===== src/rtl/fifo_drain_fsm.sv =====
// Read-side FIFO controller: waits for START_LEVEL words, drains to empty through a
// 3-entry valid/ready output buffer, and counts words that differ from EXPECTED.
module fifo_drain_fsm #(
    parameter int unsigned START_LEVEL = 3,
    parameter logic [7:0]  EXPECTED    = 8'hAA
) (
    input  logic        clk,
    input  logic        rst_n,
    output logic        rd_en,
    input  logic [7:0]  fifo_data,
    input  logic [3:0]  fifo_words,
    output logic [7:0]  out_data,
    output logic        out_valid,
    input  logic        out_ready,
    output logic [7:0]  err_count,
    output logic [15:0] word_count
);

    typedef enum logic [0:0] {StIdle, StDrain} state_e;

    state_e     state_q;
    logic [1:0] occ_q;
    logic [1:0] occ_d;
    logic [1:0] wr_idx;
    logic       inflight_q;
    logic [7:0] buf_q [3];
    logic       push;
    logic       pop;
    logic       words_nz;
    logic       start;

    assign words_nz = (fifo_words != 4'd0);
    assign start    = ({28'd0, fifo_words} >= START_LEVEL);

    // Reads are budgeted against buffer space only; the same-cycle pop is deliberately ignored
    // so out_ready never reaches rd_en combinationally.
    assign rd_en = (state_q == StDrain) && words_nz &&
                   (({1'b0, occ_q} + {2'b00, inflight_q}) < 3'd3);

    assign push     = inflight_q;
    assign pop      = out_valid && out_ready;
    assign wr_idx   = occ_q - {1'b0, pop};
    assign out_data = buf_q[0];

    always_comb begin
        occ_d = occ_q;
        case ({push, pop})
            2'b10:   occ_d = occ_q + 2'd1;
            2'b01:   occ_d = occ_q - 2'd1;
            default: occ_d = occ_q;
        endcase
    end

    always_ff @(posedge clk) begin
        if (!rst_n) begin
            state_q    <= StIdle;
            occ_q      <= 2'd0;
            inflight_q <= 1'b0;
            out_valid  <= 1'b0;
            err_count  <= 8'd0;
            word_count <= 16'd0;
            for (int i = 0; i < 3; i++) begin
                buf_q[i] <= 8'd0;
            end
        end else begin
            unique case (state_q)
                StIdle:  if (start) state_q <= StDrain;
                StDrain: if (!words_nz) state_q <= StIdle;
            endcase

            inflight_q <= rd_en;
            occ_q      <= occ_d;
            out_valid  <= (occ_d != 2'd0);

            // Shift-register buffer: head at index 0; a push lands behind the post-pop tail.
            if (pop) begin
                buf_q[0] <= buf_q[1];
                buf_q[1] <= buf_q[2];
            end
            if (push) begin
                buf_q[wr_idx] <= fifo_data;
                word_count    <= word_count + 16'd1;
                if ((fifo_data != EXPECTED) && (err_count != 8'hFF)) begin
                    err_count <= err_count + 8'd1;
                end
            end
        end
    end

endmodule


===== config.mk =====
export PLATFORM = sky130hd
export DESIGN_NAME = fifo_drain_fsm
export DESIGN_NICKNAME = d
export VERILOG_FILES = /design/src/rtl/fifo_drain_fsm.sv
export SDC_FILE = /design/constraint.sdc
export NUM_CORES = 1
export LEC_CHECK = 0
export CAP_MARGIN = 5
export CORE_MARGIN = 4
export CORE_UTILIZATION = 43
export CTS_CLUSTER_SIZE = 14
export DETAILED_ROUTE_END_ITERATION = 8
export PLACE_DENSITY = 0.74
export REMOVE_ABC_BUFFERS = 1
export SETUP_SLACK_MARGIN = 0.05
export SLEW_MARGIN = 20
export SYNTH_ARGS = -nofsm -noshare
export SYNTH_HDL_FRONTEND = slang
export SYNTH_SLANG_ARGS = --single-unit

===== constraint.sdc =====
create_clock -name clk -period 2.7 [get_ports clk]
set_clock_uncertainty 0.15 [all_clocks]
set_input_delay 0.54 -clock clk [delete_from_list [all_inputs] [get_ports clk]]
set_output_delay 0.54 -clock clk [all_outputs]
set_load 0.02 [all_outputs]

== Word-level counts from Yosys, hierarchy flattened ==
Memories as Yosys holds them, arrays and structs flattened.
Index checks and enable logic that the tools add are counted.
Storage, ports and cells
  flip-flop bits (word level): 29
  bits in writable memories: 24
  input bits: 15
  output and inout bits: 34
  logic and storage cells: 46
  memories: 1
Memories
  buf_q: words 3, width 8, rd ports 3, clocked after memory_dff 0, wr ports 3, line 26  | logic [7:0] buf_q [3];
Cells by class
  $add $sub $neg: 6
  $lt $le $gt $ge: 2
  eq/ne operators: 4
  mux-type cells: 16
  bitwise logic cells: 3
  reduce and logical (&&, ||, !) cells: 8
Operator list (number)
  $mux W8: 3
  $add A16 B1 Y16 const B: 1
  $ne A8 B8 Y1 const B: 2
  $mux W1: 10
  $add A8 B1 Y8 const B: 1
  $reduce_or A8 Y1: 1
  $ge A4 B2 Y1 const B: 1
  $logic_and A1 B1 Y1: 4
  $pmux W2 S2: 1
  $reduce_bool A4 Y1: 1
  $add A2 B1 Y3: 1
  $lt A3 B2 Y1 const B: 1
  $add A2 B1 Y2 const B: 1
  $eq A2 B1 Y1 const B: 1
  $eq A2 B2 Y1 const B: 1
  $mux W2: 1
  $or A1 B1 Y1: 2
  $pmux W1 S2: 1
  $reduce_and A2 Y1: 1
  $reduce_bool A2 Y1: 1
  $sub A2 B1 Y2: 1
  $sub A2 B1 Y2 const B: 1
  $not A1 Y1: 1

== Depth between registers and ports, before layout ==
Gate-level depths: netlist of run 1.
  depth after elaboration: 5
  depth in mapped cells: 5
  depth with buffers taken out: 5

== Least setup slack after synthesis of run 1 ==
Ideal clock, no wire load.
  path type: register to output
  from: register inflight_q
  to: output port rd_en
  data arrival time: 1942 ps
  required time: 2010 ps
  slack: 68 ps
  cell stages (with the launch flop): 4
  path buffers: 0
  cell sequence: dfxtp_1 ha_1 ha_1 a2111oi_0
On the way
  longest elaborated chain between the ends: 3
Ends and longest elaborated chain
  from (decl): line 25  | logic inflight_q;
  from (signal assigned): line 71  | inflight_q <= rd_en;
  $add A2 B1 Y3: line 38  | (({1'b0, occ_q} + {2'b00, inflight_q}) < 3'd3);
  $lt A3 B2 Y1: line 38
  $logic_and A1 B1 Y1: line 37  | assign rd_en = (state_q == StDrain) && words_nz &&
  to (decl): line 9  | output logic rd_en,
No other way between the ends.

== Worst setup path after layout of run 1 ==
  from: input port fifo_words[2]
  to: output port rd_en
On the way
  longest elaborated chain between the ends: 3
Ends and longest elaborated chain
  from (decl): line 11  | input logic [3:0] fifo_words,
  $reduce_bool A4 Y1: line 32  | assign words_nz = (fifo_words != 4'd0);
  $logic_and A1 B1 Y1 (2 in a row): line 37
No other way between the ends.

==> qor.log, run 1 <==
INFO  synthesis      synth_top_area_share=28.5%
INFO  drt            drt_first_pass_iters=4
INFO  pwr            cellPowerDensity=534mW/mm2
INFO  clock_tree     cts_post_setup_buffers_inserted=0
INFO  global_route   grt_pass1_vias=1798
INFO  synthesis      number_of_flops_mapped_to_enable_cells_by_yosys=24
INFO  die            effective_utilization_at_floorplan=45.1%
INFO  placement      dp.cells=371
INFO  synthesis      synthTopCellsByCount=nand2_1, dfxtp_1, edfxtp_1, nor2_1, mux2i_1
INFO  global_route   antenna_found_initial=0
INFO  run            drv.max_cap_violation_count=0
INFO  clock_tree     cts_tree=done
INFO  global_route   globalRouteTotalUtil=14.2%
INFO  synthesis      synth.most_common_cell=nand2_1
INFO  die            die-area=0.00717mm2
INFO  global_route   grt_max_degree=25
INFO  synthesis      synth.lib_cells_used.distinct=42
INFO  pwr            power_leakage=1.12nW
INFO  synthesis      yosys_most_used_dff=dfxtp_1
INFO  drt            routedWlPerCell=12.9um
INFO  drt            final_antenna_net_count=0
INFO  placement      place_congestion=0.807
INFO  setup_path     startpoint_class_of_the_critical_path=input pin
INFO  finish         num-nets-final=325
INFO  global_route   globalRouteOverflowTotal=0
INFO  status         result_of_the_run=complete, no violations
INFO  clock_tree     clock_latency=300ps
INFO  finish         area_growth_syn_to_layout=26.8%
INFO  die            die_x=84.7um
INFO  finish         num_antenna_cells=0
INFO  sta            maxClockFrequency=393MHz
INFO  die            die_height=84.7um
INFO  setup_path     worst-endpoint-required=2010ps
INFO  synthesis      synth.yosys.warnings=0
INFO  sta            hold-worst-slack=342ps
INFO  setup_path     cp-end-kind=primary output
INFO  clock_tree     cts_sinks=53
INFO  drt            drt_iter0_drcs=121
INFO  sta            worst_margin_pin_slew=543ps
INFO  synthesis      sequential_element_share_of_the_synthesized_area=51.5%
INFO  finish         drive_gt1_share=7.17%
INFO  clock_tree     cts_root_buf=clkbuf_8
INFO  sta            finalCriticalPeriod=2550ps
INFO  die            row_count=27
INFO  setup_path     worst-endpoint-arrival=1860ps
INFO  drt            route.vias.total=1908
INFO  synthesis      synthTopCellsByArea=edfxtp_1, dfxtp_1, mux2i_1, nand2_1, xnor2_1
INFO  hold_path      hold_class=flop to flop
INFO  setup_path     critPathKind=input pin to primary output
INFO  synthesis      netlist_instances=251
INFO  setup_path     timing.critical_path.fanout_max=2
INFO  drt            post-route-drc-count=0
INFO  clock_tree     htreeDepth=2
INFO  finish         post_layout_instance_count_excluding_filler_cells=379
INFO  sta            maxSlewHeadroom=63.7%
INFO  synthesis      synth_largest_area_cell=edfxtp_1
INFO  synthesis      synthesis.area=0.00253mm2
INFO  placement      port_buffers=48
INFO  clock_tree     clkTransAtPathRegs=80ps
INFO  global_route   grt_pass1_wl=8.31mm
INFO  clock_tree     clock_path_buffers=2
INFO  placement      detailedPlacementHpwl=3.59mm
INFO  sta            finalHoldViolCount=0
INFO  sta            grt_setup_unrepaired=no
INFO  sta            setup-violations-final=0
INFO  sta            drv_slew=0
INFO  synthesis      postSynth.asyncResetShare=0%
INFO  clock_tree     number_of_buffers_created_by_cts=5
INFO  die            number_of_primary_i_o_pins=49
INFO  drt            overall_routed_net_length=4.89mm
INFO  pwr            irDropWorstVdd=0.351mV
INFO  synthesis      yosys_register_bits=53
INFO  drt            via_per_inst=5.03
INFO  synthesis      synthesis.area_per_instance=10.1um2
INFO  die            placeableCoreArea=0.00561mm2
INFO  sta            final_worst_path_period_share=94.3%
## final timing paths
| path | endpoint | start | cells past startpoint | slack, ps |
|---|---|---|---|---|
| hold / removal | err_count[5] | err_count[5] | 2 | 340 |
| setup / recovery | rd_en | fifo_words[2] | 4 | 150 |
| setup reg to reg | buf_q[0][6] | inflight_q | 4 | 830 |
| hold reg to reg | err_count[5] | err_count[5] | 2 | 340 |
## worst max-delay path: stages
cell,delay [ps]
clkdlybuf4s50_1,490
nor4_1,50
a2111oi_1,400
dlygate4sd1_1,370
## cells in the final DEF, fill, tap and decap left out, drive strengths merged, types with 3 or more instances in the layout
cell	instances
inv	14
and2	11
a21oi	4
clkbuf	7
dfxtp	29
nand3	5
nor4	7
nor2	21
nand2	40
clkdlybuf4s50	47
o21ai	13
nand4	7
mux2i	17
or3	3
edfxtp	24
ha	4
nand2b	7
buf	9
xnor2	10
xor2	3
nor3	6
## per-stage QoR
stage,setup TNS (ps),worst slack (ps),cell area [um2],util [%],total power [W]
6_report,0,154,3200,57.1,0.00171
5_1_grt,0,68.2,3200,57.1,0.00179
4_1_cts,0,69.6,3200,57.1,0.00173
3_5_place_dp,-264,-264,3110,55.5,0.00129
3_3_place_gp,-215,-215,3110,55.5,0.00128
2_1_floorplan,-214,-214,2480,-,0.00114
## state kept, by name (all words and copies together), names as in the netlist
| signal | flops |
|---|---|
| buf_q | 24 |
| err_count | 8 |
| inflight_q | 1 |
| occ_q | 2 |
| out_valid | 1 |
| state_q | 1 |
| word_count | 16 |
## report_power, final
part           leakage, nW  internal (W)  switching [W]  total (W)
sequential           0.486      0.000912      0.0000316   0.000943
combinational        0.582      0.000148       0.000175   0.000323
clock               0.0496      0.000206       0.000238   0.000443
## cells by family (layout without fill, tap and decap cells)
group	Yosys count	after routing	synth area share (%)
simple gates	113	113	23.5
flops	53	53	51.5
compound gates	27	27	7.28
buf+inv	23	79	4.11
mux	17	17	6.73
xor+xnor	13	13	4.50
fa+ha+maj	5	5	2.38
## cell type report
type                            instances  area, um2
Clock inverter                          1       3.75
Sequential cell                        53       1300
Clock buffer                            7       86.3
Timing Repair Buffer                   57        547
Fill cell                             515       2400
Multi-Input combinational cell        175       1120
Tap cell                               72       90.1
Inverter                               14       52.6
## metal layers
metal | track usage, % | wire length, um
met1 | 18.4 | 2260
met2 | 23.3 | 2370
met3 | 3.63 | 230
met4 | 4.32 | 23
met5 | 0 | 0
## repair_timing
action	in CTS	in global routing
setup endpoints to repair	1	1
hold buffers	0	0
resized for setup	1	3
No activity file was read; power rests on OpenSTA's default activity.
==> run 2: changes to the inputs <==
==> constraint.sdc (replaced) <==
create_clock -name clk -period 2.7 [get_ports clk]
set_clock_uncertainty 0.15 [all_clocks]
set_input_delay 0.54 -clock clk [delete_from_list [all_inputs] [get_ports clk]]
set_output_delay 0.54 -clock clk [all_outputs]
set_load 0.1 [all_outputs]
==> run 2 against run 1 <==
- wire length about the same
- die area unchanged
- cell area decreased by 1.6%
- sequential share of layout area increased by 0.68 points
- sequential power increased by 0.7%
- via count increased by 1.8%
- core utilization decreased by 0.94 points
- hold slack got worse by 4.6 ps
- register-to-register slack got worse by 70 ps
- largest cell class unchanged
==> qor.log, run 2 (synthesized netlist as in run 1, its figures left out) <==
INFO  sta            worst_margin_pin_slew=511ps [-32.8 ps]
INFO  finish         layout_commonest_cell=buf_4
INFO  setup_path     timing.critical_path.from=occ_q[0]
INFO  finish         registers.top_by_ff_count=buf_q
INFO  clock_tree     cts_hold_buffers=0 [unchanged]
INFO  placement      detailedPlacementHpwl=3.63mm [+1.4%]
INFO  clock_tree     cts_root_buf=clkbuf_8
INFO  die            placeableCoreArea=0.00561mm2 [unchanged]
INFO  die            die_x=84.7um [unchanged]
INFO  global_route   antenna_found_initial=0 [unchanged]
INFO  setup_path     timing.critical_path.fanout_max=3 [+1]
INFO  setup_path     worst-endpoint-arrival=1820ps [-40 ps]
INFO  sta            setup-violations-final=0 [unchanged]
INFO  setup_path     crit_path_top_delay_cell=a2111oi_0
INFO  drt            post-route-drc-count=0 [unchanged]
INFO  pwr            clockPowerShare=27.6% [+1.7 points]
INFO  global_route   globalRouteTotalUtil=14.6% [+0.45 points]
INFO  drt            overall_routed_net_length=4.88mm [about the same]
INFO  setup_path     timing.critical_path.max_delay_family=adder cells
INFO  finish         largest_register_ff_count=24 [unchanged]
INFO  sta            finalHoldViolCount=0 [unchanged]
INFO  die            effective_utilization_at_floorplan=45.1% [unchanged]
INFO  status         result_of_the_run=complete, no violations
INFO  clock_tree     clock_path_buffers=2 [unchanged]
INFO  clock_tree     clkTransAtPathRegs=100ps [+20 ps]
INFO  sta            hold-worst-slack=337ps [-4.64 ps]
INFO  setup_path     worst-endpoint-required=2010ps [about the same]
INFO  die            number_of_primary_i_o_pins=49 [unchanged]
INFO  drt            drt_first_pass_iters=4 [unchanged]
INFO  pwr            power_leakage=1.18nW [+5.9%]
INFO  clock_tree     clock_latency=310ps [about the same]
INFO  die            die-area=0.00717mm2 [unchanged]
INFO  finish         fillCellCount=515 [unchanged]
INFO  sta            final_worst_path_period_share=93.0% [-1.3 points]
INFO  sta            drv_slew=0 [unchanged]
INFO  clock_tree     cts_resizes=0 [-1]
INFO  run            drv.max_cap_violation_count=0 [unchanged]
INFO  pwr            netSwitchingFraction=33.7% [+7.7 points]
INFO  setup_path     startpoint_class_of_the_critical_path=flop
INFO  finish         final_cell_mix=buf_4, nand2_1, dfxtp_1
INFO  setup_path     crit_buf_inv=2 [unchanged]
INFO  finish         drive_gt1_share=18.6% [+11 points]
INFO  pwr            total_power_of_the_final_layout=0.00201W [+18%]
INFO  sta            finalCriticalPeriod=2510ps [-35.9 ps]
INFO  hold_path      worstHoldStart=word_count[15]
INFO  pwr            intPower=0.00133W [+5.3%]
INFO  drt            via_per_inst=5.14 [+2.1%]
INFO  die            die_height=84.7um [unchanged]
INFO  finish         final_util=56.2% [-0.94 points]
INFO  clock_tree     htreeDepth=2 [unchanged]
INFO  setup_path     cp-end-kind=primary output
INFO  placement      port_buffers=48 [unchanged]
INFO  pwr            power_frac_comb=25.1% [+6.2 points]
INFO  hold_path      hold_class=flop to flop
INFO  setup_path     critical_path.reg2reg.startpoint=inflight_q
INFO  clock_tree     cts_post_setup_buffers_inserted=0 [unchanged]
INFO  finish         area_growth_syn_to_layout=24.7%
INFO  global_route   globalRouteOverflowTotal=0 [unchanged]
INFO  global_route   grt_pass1_vias=1900 [+5.7%]
INFO  pwr            cellPowerDensity=638mW/mm2 [+20%]
INFO  clock_tree     number_of_buffers_created_by_cts=5 [unchanged]
INFO  sta            maxClockFrequency=398MHz [+1.4%]
INFO  global_route   grt_max_degree=25 [unchanged]
INFO  drt            route.vias.total=1942 [+1.8%]
INFO  placement      dpl_worst_slack=167ps [+431 ps]
INFO  setup_path     cp_common_cell=ha_1
INFO  placement      place_congestion=0.806 [-0.20%]
INFO  finish         area_of_combinational_cells_with_multiple_inputs=0.00112mm2 [-0.11%]
INFO  drt            drt_iter0_drcs=86 [-29%]
INFO  drt            final_antenna_net_count=0 [unchanged]
INFO  setup_path     critPathKind=flop to primary output
INFO  pwr            seq_power_share=47.2% [-8.0 points]
INFO  clock_tree     cts_tree=done
INFO  setup_path     worstPathCellList=ha_1, ha_1, a2111oi_0, buf_4, buf_12
INFO  finish         reg_top3=buf_q: 24 flops, word_count: 16 flops, err_count: 8 flops
INFO  finish         num_antenna_cells=0 [unchanged]
INFO  global_route   grt_pass1_wl=8.65mm [+4.1%]
INFO  sta            grt_setup_unrepaired=no
INFO  sta            maxSlewHeadroom=65.9% [+2.2 points]
INFO  setup_path     worst_path_largest_cell_delay=360ps [-130 ps]
INFO  pwr            irDropWorstVdd=0.334mV [-4.9%]
INFO  finish         num-nets-final=324 [-0.31%]
INFO  die            row_count=27 [unchanged]
INFO  finish         final-seq-area=0.00130mm2 [unchanged]
INFO  sta            postLayoutSetupSlackWorst=190ps [+35.9 ps]
INFO  drt            routedWlPerCell=12.9um [+0.22%]
INFO  pwr            p_switching=0.000678W [+53%]
INFO  clock_tree     cts_sinks=53 [unchanged]
-- run 2: per-stage QoR --
stage          setup TNS [ps]  instances  area, um2
2_1_floorplan           -7520        242       2480
3_3_place_gp                0        370       3030
3_5_place_dp                0        370       3030
4_1_cts                     0        378       3150
5_1_grt                     0        378       3150
6_report                    0        378       3150
-- run 2: area by class of cell --
cell class              instances  area share (%)
inverters                      14            1.67
well taps                      72            2.86
flip-flops and latches         53            41.3
repair buffers                 56            14.8
clock buffers                   5            2.18
multi-input cells             175            35.6
clock inverters                 3            1.55
-- run 2: worst paths after layout --
check                           cells after the start             end  slack [ps]
worst max-delay path                                5           rd_en         190
worst min-delay path                                2  word_count[15]         340
worst max register to register                      4     buf_q[0][0]         760
worst min register to register                      2  word_count[15]         340
-- run 2: tightest hold or removal path, stage by stage, from the launching register on --
cell	delay, ps
dfxtp_1	330
nand2_1	60
mux2i_1	60
-- run 2: power groups by stage --
stage	clock network (W)	registers, W	logic, W
after global routing	0.000606	0.000959	0.000531
after floorplan	0	0.00119	0.000147
final	0.000555	0.000950	0.000506
after detailed placement	0	0.000970	0.000509
after CTS	0.000570	0.000952	0.000510
after global placement	0	0.000966	0.000502
-- run 2: per-layer routing --
layer	wire [um]	vias up	GRT usage, %
li1	-	989	-
met4	40	0	4.89
met1	2190	904	18.0
met2	2420	43	24.5
met5	0	-	0
met3	232	6	4.42
==> run 3: changes to the inputs <==
--- a/config.mk
+++ b/config.mk
@@ -12,7 +12,7 @@
 export DETAILED_ROUTE_END_ITERATION = 8
 export PLACE_DENSITY = 0.74
 export REMOVE_ABC_BUFFERS = 1
-export SETUP_SLACK_MARGIN = 0.05
+export SETUP_SLACK_MARGIN = 0.4
 export SLEW_MARGIN = 20
 export SYNTH_ARGS = -nofsm -noshare
 export SYNTH_HDL_FRONTEND = slang
==> run 3 against run 2 <==
- combinational power is 5.3% higher
- largest power group unchanged
- first-iteration DRC count shrank 8.1%
- sequential share of layout area shrank 0.64 points
- critical path type unchanged
- die area unchanged
- highest routed layer unchanged
==> qor.log, run 3 (synthesized netlist as in run 1, its figures left out) <==
INFO  status         result_of_the_run=complete, no violations
INFO  global_route   globalRouteTotalUtil=14.8% [+0.13 points]
INFO  placement      detailedPlacementHpwl=3.63mm [unchanged]
INFO  global_route   grt_pass1_vias=1908 [+0.42%]
INFO  setup_path     timing.critical_path.max_delay_family=adder cells
INFO  setup_path     critPathKind=flop to primary output
INFO  sta            finalCriticalPeriod=2310ps [-197 ps]
INFO  setup_path     timing.critical_path.fanout_max=2 [-1]
INFO  clock_tree     cts_root_buf=clkbuf_8
INFO  die            die_height=84.7um [unchanged]
INFO  sta            drv_slew=0 [unchanged]
INFO  clock_tree     cts_hold_buffers=0 [unchanged]
INFO  finish         reg_top3=buf_q: 24 flops, word_count: 16 flops, err_count: 8 flops
INFO  drt            dr_wl_met2=2.48mm [+2.6%]
INFO  drt            final_antenna_net_count=0 [unchanged]
INFO  finish         area_growth_syn_to_layout=27.0%
INFO  drt            routed-wl-met3=239um [+3.0%]
INFO  clock_tree     clkTransAtPathRegs=100ps [about the same]
INFO  sta            worst_margin_pin_slew=511ps [+0.129 ps]
INFO  finish         num-nets-final=325 [+0.31%]
INFO  pwr            seq_power_share=46.8% [-0.4 points]
INFO  clock_tree     cts_tree=done
INFO  setup_path     worstPathCellList=ha_4, ha_4, a2111oi_4, buf_4, buf_12
INFO  die            effective_utilization_at_floorplan=45.1% [unchanged]
INFO  placement      place_congestion=0.806 [unchanged]
INFO  drt            drt_first_pass_iters=4 [unchanged]
INFO  finish         post_layout_instance_count_excluding_filler_cells=379 [+0.26%]
INFO  placement      dpl_worst_slack=167ps [unchanged]
INFO  pwr            netSwitchingFraction=33.9% [+0.15 points]
INFO  finish         stdcell_area=0.00321mm2 [+1.9%]
INFO  sta            grt_setup_unrepaired=yes
INFO  sta            final_worst_path_period_share=85.7% [-7.3 points]
INFO  sta            postLayoutSetupSlackWorst=386ps [+197 ps]
INFO  drt            overall_routed_net_length=4.97mm [+1.9%]
INFO  global_route   grt_pass1_wl=8.71mm [+0.72%]
INFO  placement      placedInstanceArea=0.00303mm2 [unchanged]
INFO  drt            post-route-drc-count=0 [unchanged]
INFO  pwr            power_frac_comb=26.1% [+1.0 points]
INFO  finish         layout_commonest_cell=buf_4
INFO  die            die-area=0.00717mm2 [unchanged]
INFO  setup_path     crit_buf_inv=2 [unchanged]
INFO  placement      port_buffers=48 [unchanged]
INFO  clock_tree     cts_sinks=53 [unchanged]
INFO  clock_tree     number_of_buffers_created_by_cts=5 [unchanged]
INFO  sta            maxClockFrequency=432MHz [+8.5%]
INFO  global_route   globalRouteOverflowTotal=0 [unchanged]
INFO  run            drv.max_cap_violation_count=0 [unchanged]
INFO  hold_path      hold_class=flop to flop
INFO  setup_path     crit_path_top_delay_cell=dfxtp_2
INFO  drt            dr.max_layer_used=met4
INFO  finish         final_cell_mix=buf_4, nand2_1, dfxtp_1
INFO  clock_tree     htreeDepth=2 [unchanged]
INFO  global_route   grt_max_degree=25 [unchanged]
INFO  setup_path     worst_path_largest_cell_delay=350ps [about the same]
INFO  die            row_count=27 [unchanged]
INFO  clock_tree     clock_latency=310ps [about the same]
INFO  clock_tree     clock_path_buffers=2 [unchanged]
INFO  drt            drt_iter0_drcs=79 [-8.1%]
INFO  pwr            intPower=0.00135W [+1.4%]
INFO  setup_path     cp-end-kind=primary output
INFO  drt            via_per_inst=5.13 [about the same]
INFO  drt            routedWlPerCell=13.1um [+1.6%]
INFO  die            placeableCoreArea=0.00561mm2 [unchanged]
INFO  die            die_x=84.7um [unchanged]
INFO  setup_path     startpoint_class_of_the_critical_path=flop
INFO  finish         largest_register_ff_count=24 [unchanged]
INFO  finish         num_antenna_cells=0 [unchanged]
INFO  pwr            power_leakage=1.19nW [+0.96%]
INFO  placement      dp.cells=370 [unchanged]
INFO  sta            finalHoldViolCount=0 [unchanged]
INFO  drt            drt-met1-wl=2.21mm [+0.87%]
INFO  sta            maxSlewHeadroom=65.9% [about the same]
INFO  sta            setup-violations-final=0 [unchanged]
INFO  pwr            clockPowerShare=27.2% [-0.4 points]
INFO  setup_path     worst-endpoint-arrival=1620ps [-200 ps]
INFO  global_route   antenna_found_initial=0 [unchanged]
INFO  finish         registers.top_by_ff_count=buf_q
INFO  setup_path     cp_common_cell=ha_4
INFO  die            number_of_primary_i_o_pins=49 [unchanged]
INFO  pwr            cellPowerDensity=637mW/mm2 [-0.24%]
INFO  pwr            irDropWorstVdd=0.331mV [-0.98%]
INFO  sta            totalNegativeSetupSlack=0ps [unchanged]
INFO  drt            route.vias.total=1946 [+0.21%]
INFO  pwr            p_switching=0.000693W [+2.1%]
INFO  finish         drive_gt1_share=21.5% [+2.9 points]
INFO  setup_path     worst-endpoint-required=2010ps [about the same]
## run 3: timing repair
item,in CTS,in global routing
pin swaps,3,2
cloned,0,0
setup endpoints to repair,1,9
gates resized for setup,14,1
buffers inserted,1,0
## run 3: path summary, 6_finish.rpt
check,startpoint,to,slack [ps],depth (start not counted)
setup reg to reg,inflight_q,buf_q[0][0],730,4
hold reg to reg,word_count[15],word_count[15],340,2
setup / recovery,inflight_q,rd_en,390,5
hold / removal,word_count[15],word_count[15],340,2
## run 3: cell type report
cell class                      instances  area, um2
Fill cell                             505       2400
Sequential cell                        53       1310
Multi-Input combinational cell        175       1170
Clock inverter                          3       48.8
Tap cell                               72       90.1
Inverter                               14       52.6
Clock buffer                            5       68.8
Timing Repair Buffer                   57        470
## run 3: power by group through the flow
| stage | sequential, W | clock [W] | combinational, W |
|---|---|---|---|
| after detailed placement | 0.000970 | 0 | 0.000509 |
| after global routing | 0.000964 | 0.000606 | 0.000559 |
| after floorplan | 0.00119 | 0 | 0.000147 |
| after CTS | 0.000956 | 0.000570 | 0.000536 |
| final | 0.000956 | 0.000555 | 0.000533 |
| after global placement | 0.000966 | 0 | 0.000502 |
## run 3: per-stage QoR
stage	hold WS (ps)	utilization [%]	power, W
after global routing	389	57.3	0.00213
after CTS	343	57.2	0.00206
final	337	57.3	0.00204
after floorplan	408	-	0.00134
after global placement	311	54.1	0.00147
after detailed placement	327	54.1	0.00148
## run 3: metal layers
metal	GRT usage, %	vias to the layer above
met2	24.8	47
met4	4.60	0
li1	-	987
met5	0	-
met1	18.2	905
met3	4.32	7
## run 3: worst min-delay path: stages (launching register included)
cell and delay, ps:
dfxtp_1 330, nand2_1 60, mux2i_1 60
